===== config.mk =====
export PLATFORM = sky130hd
export DESIGN_NAME = unsigned_mul_8x8_ha_array_reducer
export DESIGN_NICKNAME = d
export VERILOG_FILES = /design/src/rtl/unsigned_mul_8x8_pkg.sv /design/src/rtl/ha_array_weight.sv /design/src/rtl/unsigned_mul_8x8_ha_array_reducer.sv
export SDC_FILE = /design/constraint.sdc
export NUM_CORES = 1
export LEC_CHECK = 0
export ABC_AREA = 1
export CAP_MARGIN = 20
export CORE_MARGIN = 2
export CORE_UTILIZATION = 47
export DETAILED_ROUTE_END_ITERATION = 7
export PLACE_DENSITY = 0.7
export SYNTH_ARGS = -nofsm -noshare
export SYNTH_HDL_FRONTEND = slang
export SYNTH_HIERARCHICAL = 1
export SYNTH_SLANG_ARGS = --single-unit

===== constraint.sdc =====
create_clock -name clk -period 5.05 [get_ports clk]
set_input_delay 1.01 -clock clk [delete_from_list [all_inputs] [get_ports clk]]
set_output_delay 1.01 -clock clk [all_outputs]
set_load 0.02 [all_outputs]

===== src/rtl/unsigned_mul_8x8_pkg.sv =====
// Shared widths, array count and FSM states for the 8x8 half-adder-array reducer.
package unsigned_mul_8x8_pkg;
  localparam int B_W        = 7;
  localparam int T_W        = 9;
  localparam int NUM_ARRAYS = 4;
  localparam int CNT_W      = $clog2(NUM_ARRAYS);
  localparam int ACC_W_DEF  = 17;

  typedef enum logic [1:0] {IDLE, ACC, DONE} state_e;
endpackage


===== src/rtl/ha_array_weight.sv =====
// Weighted value of one half-adder array: t at 4^k, b at 4^k * 4.
module ha_array_weight
  import unsigned_mul_8x8_pkg::*;
#(
  parameter int ACC_W = ACC_W_DEF
) (
  input  logic [B_W-1:0]   b,
  input  logic [T_W-1:0]   t,
  input  logic [CNT_W-1:0] k,
  output logic [ACC_W-1:0] v
);
  logic [ACC_W-1:0] t_ext, b_ext;

  assign t_ext = ACC_W'(t) << {k, 1'b0};
  assign b_ext = (ACC_W'(b) << 2) << {k, 1'b0};
  assign v     = t_ext + b_ext;
endmodule


===== src/rtl/unsigned_mul_8x8_ha_array_reducer.sv =====
// Captures four half-adder arrays, sums their weighted values one per cycle, saturates to OUT_W.
module unsigned_mul_8x8_ha_array_reducer
  import unsigned_mul_8x8_pkg::*;
#(
  parameter int OUT_W = 16,
  parameter int ACC_W = ACC_W_DEF
) (
  input  logic             clk,
  input  logic             rst_n,
  input  logic             in_valid,
  output logic             in_ready,
  input  logic [B_W-1:0]   ha_array_0_b,
  input  logic [B_W-1:0]   ha_array_1_b,
  input  logic [B_W-1:0]   ha_array_2_b,
  input  logic [B_W-1:0]   ha_array_3_b,
  input  logic [T_W-1:0]   ha_array_0_t,
  input  logic [T_W-1:0]   ha_array_1_t,
  input  logic [T_W-1:0]   ha_array_2_t,
  input  logic [T_W-1:0]   ha_array_3_t,
  output logic             out_valid,
  input  logic             out_ready,
  output logic [OUT_W-1:0] product,
  output logic             ovf
);
  localparam logic [ACC_W:0] MAX_OUT = (ACC_W+1)'((64'd1 << OUT_W) - 64'd1);

  logic [NUM_ARRAYS-1:0][B_W-1:0] b_in, b_q;
  logic [NUM_ARRAYS-1:0][T_W-1:0] t_in, t_q;
  state_e                         state, state_nxt;
  logic [CNT_W-1:0]               cnt;
  logic [ACC_W-1:0]               acc, v_sel;
  logic                           accept, sat;

  assign b_in = {ha_array_3_b, ha_array_2_b, ha_array_1_b, ha_array_0_b};
  assign t_in = {ha_array_3_t, ha_array_2_t, ha_array_1_t, ha_array_0_t};

  // Single weight unit, steered to the array selected by cnt.
  ha_array_weight #(.ACC_W(ACC_W)) u_weight (
    .b (b_q[cnt]),
    .t (t_q[cnt]),
    .k (cnt),
    .v (v_sel)
  );

  assign in_ready  = (state == IDLE);
  assign out_valid = (state == DONE);
  assign accept    = in_valid & in_ready;

  always_comb begin
    state_nxt = state;
    case (state)
      IDLE:    if (in_valid) state_nxt = ACC;
      ACC:     if (cnt == CNT_W'(NUM_ARRAYS-1)) state_nxt = DONE;
      DONE:    if (out_ready) state_nxt = IDLE;
      default: state_nxt = IDLE;
    endcase
  end

  always_ff @(posedge clk or negedge rst_n) begin
    if (!rst_n) state <= IDLE;
    else        state <= state_nxt;
  end

  always_ff @(posedge clk or negedge rst_n) begin
    if (!rst_n) begin
      b_q <= '0;
      t_q <= '0;
      acc <= '0;
      cnt <= '0;
    end else if (accept) begin
      b_q <= b_in;
      t_q <= t_in;
      acc <= '0;
      cnt <= '0;
    end else if (state == ACC) begin
      acc <= acc + v_sel;
      cnt <= cnt + CNT_W'(1);
    end
  end

  // Outputs are derived from the held accumulator and gated to zero outside DONE.
  assign sat     = ({1'b0, acc} > MAX_OUT);
  assign ovf     = out_valid & sat;
  assign product = !out_valid ? '0 : (sat ? '1 : OUT_W'(acc));
endmodule


==> results.py <==
metrics = {
    "critical_path": {
        "critPathTopFamily": "simple AND/OR/NAND/NOR gates",
        "reg2reg_depth": 23,
        "r2r_slack_ns": 0.89,
        "worst_setup_path_end_kind": "flop",
        "crit_path_start_kind": "flop",
        "crit_type": "reg2reg",
        "reg2reg_from": "cnt[0]$_DFFE_PN0P_",
        "critPathSlowestCell": "inv_1",
        "startpoint": "cnt[0]$_DFFE_PN0P_",
        "path_buf_inv": 5,
        "crit_arrival_ns": 4.39,
        "required_ns": 5.28,
        "crit_path_max_fanout": 27,
        "timing.rr.end": "acc[16]$_DFFE_PN0P_",
        "cp_common_cell": "nand2_1",
        "crit_chain": "inv_1 -> o21ai_0 -> o22ai_1 -> inv_1 -> nor3_1 -> ha_1 -> inv_1 -> fa_1 -> inv_1 -> nand3_1 -> nand3_2 -> nand2_1 -> nand4_1 -> nand2_1 -> ha_1 -> nand2_1 -> inv_1 -> nand2_1 -> nand2_1 -> a21oi_1 -> nand3_1 -> nand3_1 -> nand2_1",
        "max_stage_delay_ns": 0.54,
    },
    "route": {
        "drtPass1Iterations": 4,
        "num_vias": 5116,
        "ant_nets": 0,
        "drcViolationCount": 0,
        "drt-initial-drc-count": 310,
        "wire_per_inst_um": 13.86,
        "drt_wl_total_um": 14040,
        "viasPerCell": 5.050,
    },
    "status": {
        "run_status": "finished clean",
    },
    "logic_synthesis": {
        "ys_warn_count": 6,
        "ys_async_sr_fraction_pct": 100.0,
        "synthFlopType": "dfrtp_1",
        "avgSynthCellArea_sq_um": 7.995,
        "synth_cells": 760,
        "yosysSeqAreaShare_pct": 35.01,
        "syn_area_sq_mm": 0.006076,
        "syn-num-nets": 860,
        "synth_edf_count": 0,
        "ys_types": 37,
        "ys_seq_elements": 85,
    },
    "timing": {
        "drv_slew": 0,
        "hold_viol_final": 0,
        "setup_tns_ns": 0,
        "rsz0062_at_grt": "false",
        "max_slew.worst_pin.slew_ns": 1.059,
        "max-slew-margin-rel_pct": 29.38,
        "max_freq_mhz": 240.4,
        "finalCritPeriodShare_pct": 82.38,
        "setup_viol": 0,
        "clock_skew_ns": 0.005932,
        "fin_crit_ns": 4.160,
    },
    "clock_network": {
        "cts_setup_buffers": 0,
        "cts.path.max_buffers": 2,
        "cts_tree": "done",
        "insertion_delay_ns": 0.35,
        "cts-root-buf": "clkbuf_16",
        "cts.clk_slew.worst_paths_ns": 0.07,
        "cts_htree_levels": 3,
        "cts_resized": 0,
        "cts-hold-fix-buffers": 0,
        "clock_sinks": 85,
        "cts_buffers": 9,
    },
    "placed_design": {
        "gp_congestion": 0.9826,
        "place_hpwl_um": 10440,
        "io_buffers": 86,
    },
    "final_layout": {
        "fin_nets": 936,
        "utilization_pct": 58.30,
        "n_fill_cell": 1144,
        "final_common_cell": "nand2_1",
        "mostFrequentLayoutCells": "nand2_1 (181), inv_1 (96), clkdlybuf4s50_1 (85)",
        "register_area_sq_mm": 0.002128,
        "drive_above_1_share_pct": 12.25,
        "multiInputGateArea_sq_mm": 0.003403,
        "synthToLayoutAreaGrowth_pct": 21.09,
        "antenna_cells": 0,
    },
    "hold_path": {
        "holdPathEnd": "t_q[20]$_DFFE_PN0P_",
        "holdPathStages": 1,
        "hold_class": "reg2reg",
        "hp-start": "t_q[20]$_DFFE_PN0P_",
    },
    "die": {
        "rows": 41,
        "die_h_um": 117.7,
        "ios": 87,
        "dieWidth_um": 117.7,
        "core_sq_mm": 0.01262,
        "start_util_pct": 48.15,
        "die_area_sq_mm": 0.01385,
    },
    "grt": {
        "grt_overflow": 0,
        "antenna_found_initial": 0,
        "grt_pass1_wl_um": 24270,
        "grt_max_degree": 86,
        "grt_pass1_vias": 5260,
        "grtUsageTotal_pct": 21.17,
    },
    "run": {
        "drv_cap": 0,
    },
}
==> routing by layer <==
layer  wire length, um  share of wire (%)  vias to the layer above  track usage (%)
met4               231                1.6                        0            8.133
met3               505                3.6                       21            3.004
met2              6850                 49                      105            36.59
met5                 0                  0                        -                0
li1                  -                  -                     2622                -
met1              6451                 46                     2368            26.78
==> worst max path at each step <==
stage	slack [ns]	cells past startpoint	endpoint
final	0.89	23	acc[16]$_DFFE_PN0P_
after global routing	0.45	23	acc[15]$_DFFE_PN0P_
after CTS	0.94	24	acc[16]$_DFFE_PN0P_
after detailed placement	0.93	23	acc[16]$_DFFE_PN0P_
after global placement	1.00	24	acc[15]$_DFFE_PN0P_
after floorplan	1.63	26	acc[16]$_DFFE_PN0P_
==> cell usage after synthesis, types with 9 or more instances <==
cell type | n | share of area (%)
a21oi_1 | 27 | 2.2
clkbuf_1 | 10 | 0.62
dfrtp_1 | 85 | 35
ha_1 | 30 | 6.2
inv_1 | 96 | 5.9
mux2_2 | 15 | 2.8
mux2_4 | 49 | 12
mux2i_1 | 9 | 1.5
nand2_1 | 181 | 11
nand3_1 | 36 | 3.0
nor2_1 | 77 | 4.8
o21ai_0 | 61 | 5.0
o22ai_1 | 17 | 1.8
==> cell families after synthesis <==
kind of cell / count (synthesis) / share of synthesized area [%]
AO/OA/AOI/OAI: 111 / 9.576
XOR/XNOR: 7 / 1.009
adder cells (fa/ha/maj): 32 / 6.837
buffers and inverters: 128 / 9.061
flip-flops: 85 / 35.01
multiplexers: 73 / 16.37
other: 1 / 0.06172
AND/OR/NAND/NOR: 323 / 22.08
==> area by class of cell <==
cell class	count	area share (%)
clock buffers	12	3.486
flip-flops and latches	85	28.93
repair buffers	91	12.45
well taps	172	2.925
multi-input cells	547	46.26
clock inverters	4	0.7483
inverters	102	5.204
==> state kept, by name, summed over array words and instances, names as in the netlist <==
signal / cells
t_q: 36
state: 2
acc: 17
cnt: 2
b_q: 28
==> stage by stage <==
| stage | cells | instance area [sq um] | setup WS [ns] | hold slack (ns) |
|---|---|---|---|---|
| floorplan | 760 | 6076 | 1.633 | 0.4739 |
| global placement | 996 | 7018 | 1.004 | 0.4840 |
| detailed placement | 996 | 7018 | 0.9330 | 0.4910 |
| CTS | 1012 | 7330 | 0.9380 | 0.5054 |
| global route | 1013 | 7357 | 0.4505 | 0.5144 |
| finish | 1013 | 7357 | 0.8897 | 0.5040 |
Power is not shown: default switching activity piles up to over one toggle a cycle in this logic, so the estimate is an artifact.
==> RTL change 1, RTL diff (same settings) <==
`T_W`: 9 -> 7.
--- a/src/rtl/unsigned_mul_8x8_pkg.sv
+++ b/src/rtl/unsigned_mul_8x8_pkg.sv
@@ -1,7 +1,7 @@
 // Shared widths, array count and FSM states for the 8x8 half-adder-array reducer.
 package unsigned_mul_8x8_pkg;
   localparam int B_W        = 7;
-  localparam int T_W        = 9;
+  localparam int T_W        = 7;
   localparam int NUM_ARRAYS = 4;
   localparam int CNT_W      = $clog2(NUM_ARRAYS);
   localparam int ACC_W_DEF  = 17;
Interface: changed (resized ha_array_0_t, ha_array_1_t, ha_array_2_t and ha_array_3_t); port bits go from 87 to 79. No check against the original RTL was run, so the function may have changed too.
==> RTL change 1 against the unedited design <==
  * Clock skew fell by 0.0031 ns
  * Fmax rose by 1.9%
  * Setup slack improved by 0.078 ns
  * Final area fell by 9.1%
  * Sequential cell count fell by 8
  * Routed wire length fell by 10%
  * Area after synthesis fell by 9.2%
  * Highest routed layer unchanged
Power is left out: the tool's default activity adds up to more than one toggle a clock period on the data nets, which glitch-free logic cannot reach.
==> RTL change 1: results (changes against the unedited design) <==
NUMBER_OF_DISTINCT_STANDARD_CELLS_REFERENCED_BY_THE_SYNTHESIZED_NETLIST=34  # -8.1%
SYNTH.MUX.AREA_FRACTION_PCT=14.9  # -1.5 points
FIN_SKEW_NS=0.00281  # -0.00313 ns
DIE_WIDTH_UM=112  # -4.6%
TIMING.SLEW.HEADROOM_PCT=42.6  # +13 points
CTS.SINKS=77  # -9.4%
GROUTE.LAYER.MET3.USAGE_PCT=3.56  # +0.56 points
REG.LARGEST.LIST='b_q (28), t_q (28), acc (17)'
NUMPLACEDINSTANCES=911  # -8.5%
LAYOUT-DRIVE-GT1-SHARE_PCT=11.5  # -0.78 points
POST_SYNTH_MAIN_AREA_CONTRIBUTORS='sky130_fd_sc_hd__dfrtp_1, sky130_fd_sc_hd__nand2_1, sky130_fd_sc_hd__mux2_4'
POSTSYNTHNETCOUNT=800  # -7.0%
LAYOUT.NON_CLOCK_INVERTERS=98  # -3.9%
AREA.SEQUENTIAL_MM2=0.00193  # -9.5%
FILLER_CELL_COUNT=1078  # -5.8%
RUN_STATUS='finished clean'
GLOBAL_ROUTE_MET2_UTILIZATION_PCT=34.7  # -1.9 points
CLOCK_TREE_AREA_FRACTION_PCT=4.47  # +0.24 points
DP_HPWL_UM=9530  # -8.7%
DETAIL_ROUTE.VIAS_PER_CELL=5.10  # +0.99%
SYNTHESIZED_AREA_FRACTION_OCCUPIED_BY_ADDER_CELLS_PCT=7.08  # +0.24 points
MULTI_INPUT_AREA_MM2=0.00308  # -9.6%
CRIT_PATH_TOP_DELAY_CELL='sky130_fd_sc_hd__buf_4'
DR_TOTAL_VIAS=4733  # -7.5%
PLACE.GP.CONGESTION=0.930  # -5.4%
AVGROUTEDWIREPERCELL_UM=13.6  # -1.8%
SYNTH_COMPOUND_GATE_AREA_SHARE_PCT=9.46  # -0.11 points
GLOBAL_ROUTE_WIRE_LENGTH_BEFORE_REPAIR_UM=21700  # -11%
GLOBALROUTEMET1UTIL_PCT=27.7  # +0.89 points
PIN_COUNT_OF_THE_BIGGEST_NET_ENTERING_GLOBAL_ROUTING=78  # -9.3%
PORT_BUFFERS=78  # -9.3%
POSTPLACECELLAREA_MM2=0.00636  # -9.4%
SYNTH-XOR-AREA-SHARE_PCT=1.27  # +0.26 points
AREA_OVERHEAD_OF_THE_LAYOUT_RELATIVE_TO_SYNTHESIS_PCT=21.3
CLKBUF_COUNT=9  # -3
FIRST_ITER_VIOLATIONS=279  # -10%
DESIGN.FINAL.NETS=870  # -7.1%
SYNTH_SEQUENTIAL_AREA_RATIO_PCT=34.9  # -0.064 points
WORST-PATH-MAX-FANOUT=52  # +93%
CP_MAX_STAGE_DELAY_NS=0.45  # -0.09 ns
NUM-MULTI-INPUT-GATES=511  # -6.6%
NNONCLKBUFFERS=83  # -8.8%
[RTL change 1: cell count changes in the layout (fill, tap and decap cells not counted), sizes merged, moves of 2 or more]
cell	delta
clkbuf	-3
clkdlybuf4s50	-8
clkinv	+2
dfrtp	-8
ha	-2
inv	-3
mux2	-8
nand2	-14
nand3	+3
nor2	-2
o21ai	-9
o22ai	-2
[RTL change 1: worst paths after layout]
path / start / slack [ns] / to / depth (start not counted)
max: cnt[0] / 0.97 / acc[16] / 25
min: t_q[8] / 0.50 / t_q[8] / 1
max reg2reg: cnt[0] / 0.97 / acc[16] / 25
min reg2reg: t_q[8] / 0.50 / t_q[8] / 1
max in group asynchronous: rst_n / 3.89 / cnt[1] / 2
min in group asynchronous: rst_n / 0.58 / b_q[8] / 1
[RTL change 1: metal layers]
| metal | wire length (um) | vias up |
|---|---|---|
| li1 | - | 2436 |
| met1 | 5790 | 2167 |
| met2 | 6030 | 107 |
| met3 | 514 | 23 |
| met4 | 298 | 0 |
| met5 | 0 | - |
==> RTL change 2, RTL diff (config.mk and constraints unchanged) <==
Without the edit above. Reset style: synchronous (`rst_n`), changed in 2 clocked blocks.
--- a/src/rtl/unsigned_mul_8x8_ha_array_reducer.sv
+++ b/src/rtl/unsigned_mul_8x8_ha_array_reducer.sv
@@ -56,12 +56,12 @@
     endcase
   end
 
-  always_ff @(posedge clk or negedge rst_n) begin
+  always_ff @(posedge clk) begin
     if (!rst_n) state <= IDLE;
     else        state <= state_nxt;
   end
 
-  always_ff @(posedge clk or negedge rst_n) begin
+  always_ff @(posedge clk) begin
     if (!rst_n) begin
       b_q <= '0;
       t_q <= '0;
Check against the original RTL: differs if rst_n is asserted again (counterexample within 4 cycles, from zero or initial values and one cycle with rst_n low); with rst_n held inactive, the same outputs for 10 cycles.
==> RTL change 2 against the unedited design <==
  * Count of clock-buffer cells in the layout down 2
  * Via count rose by 12%
  * Clock skew grew 0.0016 ns
  * Sequential cell count stayed put
  * Critical endpoint is now acc[16]
  * Final area shrank 4.8%
  * Area after synthesis is 4.0% lower
  * Hold slack worse by 0.024 ns
  * Setup slack improved by 0.17 ns
  * Routed wire length rose by 0.25%
  * Global-route usage increased by 1.1 points
  * Die area fell by 3.9%
Power is left out: it rests on default switching activity, and per cell area and clock period it moved more than threefold.
==> RTL change 2: results (changes against the unedited design) <==
WORST-R2R-CELL-COUNT=27  # +17%
REG2REG_SLACK_NS=1.06  # +0.17 ns
MULTI_INPUT_AREA_MM2=0.00341  # +0.18%
POSTPLACECELLAREA_MM2=0.00670  # -4.5%
POST_LAYOUT_INSTANCE_COUNT_EXCLUDING_FILLER_CELLS=1166  # +15%
SYNTH_COMPOUND_GATE_AREA_SHARE_PCT=15.9  # +6.3 points
TIGHTESTPINTRANSITION_NS=0.791  # -0.269 ns
DRTPASS1ITERATIONS=5  # +1
YS_TOP_CELLS_BY_COUNT='sky130_fd_sc_hd__nor2_1, sky130_fd_sc_hd__nand2_1, sky130_fd_sc_hd__o21ai_0'
CRIT_PATH_TOP_DELAY_CELL='sky130_fd_sc_hd__buf_4'
SYNTH_TOP_AREA_SHARE_PCT=29.2  # -5.8 points
AVGROUTEDWIREPERCELL_UM=12.1  # -13%
FIN_SKEW_NS=0.00748  # +0.00155 ns
CRITICAL_PATH.ENDPOINT='acc[16]'
GROUTE.LAYER.MET3.USAGE_PCT=4.59  # +1.6 points
MOST_INSTANTIATED_FLIP_FLOP_CELL_IN_THE_SYNTHESIS_NETLIST='sky130_fd_sc_hd__dfxtp_1'
GRT_UTIL_ALL_LAYERS_PCT=22.3  # +1.1 points
DETAILROUTE.WIRELENGTH.MET3_UM=547  # +8.3%
FINALHOLDWORSTSLACK_NS=0.480  # -0.0244 ns
WORST_HOLD_STARTPOINT='t_q[25]'
PIN_COUNT_OF_THE_BIGGEST_NET_ENTERING_GLOBAL_ROUTING=67  # -22%
TIMING.HOLD.WORST_PATH_DEPTH=2  # +1
POST_SYNTH_MAIN_AREA_CONTRIBUTORS='sky130_fd_sc_hd__dfxtp_1, sky130_fd_sc_hd__nor2_1, sky130_fd_sc_hd__nand2_1'
CRITPATHARRIVALTIME_NS=4.24  # -0.15 ns
GLOBALROUTEMET1UTIL_PCT=28.3  # +1.6 points
LAYOUT-DRIVE-GT1-SHARE_PCT=6.11  # -6.1 points
TIMING.FINAL.CRIT_PERIOD_NS=3.99  # -0.169 ns
DETAIL_ROUTE.VIAS_PER_CELL=4.93  # -2.4%
WORST-PATH-MAX-FANOUT=58  # +110%
SYNTH.AVG_CELL_AREA_UM2=6.26  # -22%
WORSTHOLDENDPOINT='t_q[25]'
DP_HPWL_UM=10800  # +3.8%
FILLER_CELL_COUNT=1207  # +5.5%
SYNTH.MUX.AREA_FRACTION_PCT=1.55  # -15 points
POSTSYNTHNETCOUNT=1032  # +20%
RUN_STATUS='finished clean'
GLOBAL_ROUTE_WIRE_LENGTH_BEFORE_REPAIR_UM=24100  # -0.77%
FIRST_GLOBAL_VIAS=5339  # +1.5%
SYNTHESIZED_AREA_FRACTION_OCCUPIED_BY_ADDER_CELLS_PCT=7.12  # +0.29 points
PLACE.GP.CONGESTION=0.975  # -0.73%
GLOBAL_ROUTE_MET2_UTILIZATION_PCT=37.7  # +1.1 points
==> RTL change 2: cell types whose count changed in the layout (fill, tap and decap cells not counted), moves of 9 or more <==
cell and change:
sky130_fd_sc_hd__o21ai_0 +53, sky130_fd_sc_hd__mux2_2 -15, sky130_fd_sc_hd__inv_1 +17, sky130_fd_sc_hd__nand2_1 -11, sky130_fd_sc_hd__mux2_4 -49, sky130_fd_sc_hd__nand2_2 +9, sky130_fd_sc_hd__a21oi_1 +14, sky130_fd_sc_hd__dfxtp_1 +84
sky130_fd_sc_hd__nor2_1 +124, sky130_fd_sc_hd__dfrtp_1 -84
==> RTL change 2: final cells by class <==
class                           count  area share, %
Multi-Input combinational cell    681           48.7
Clock buffer                       10           3.41
Sequential cell                    85           24.3
Timing Repair Buffer               93           13.0
Tap cell                          168           3.00
Inverter                          123           6.65
Clock inverter                      6          0.893
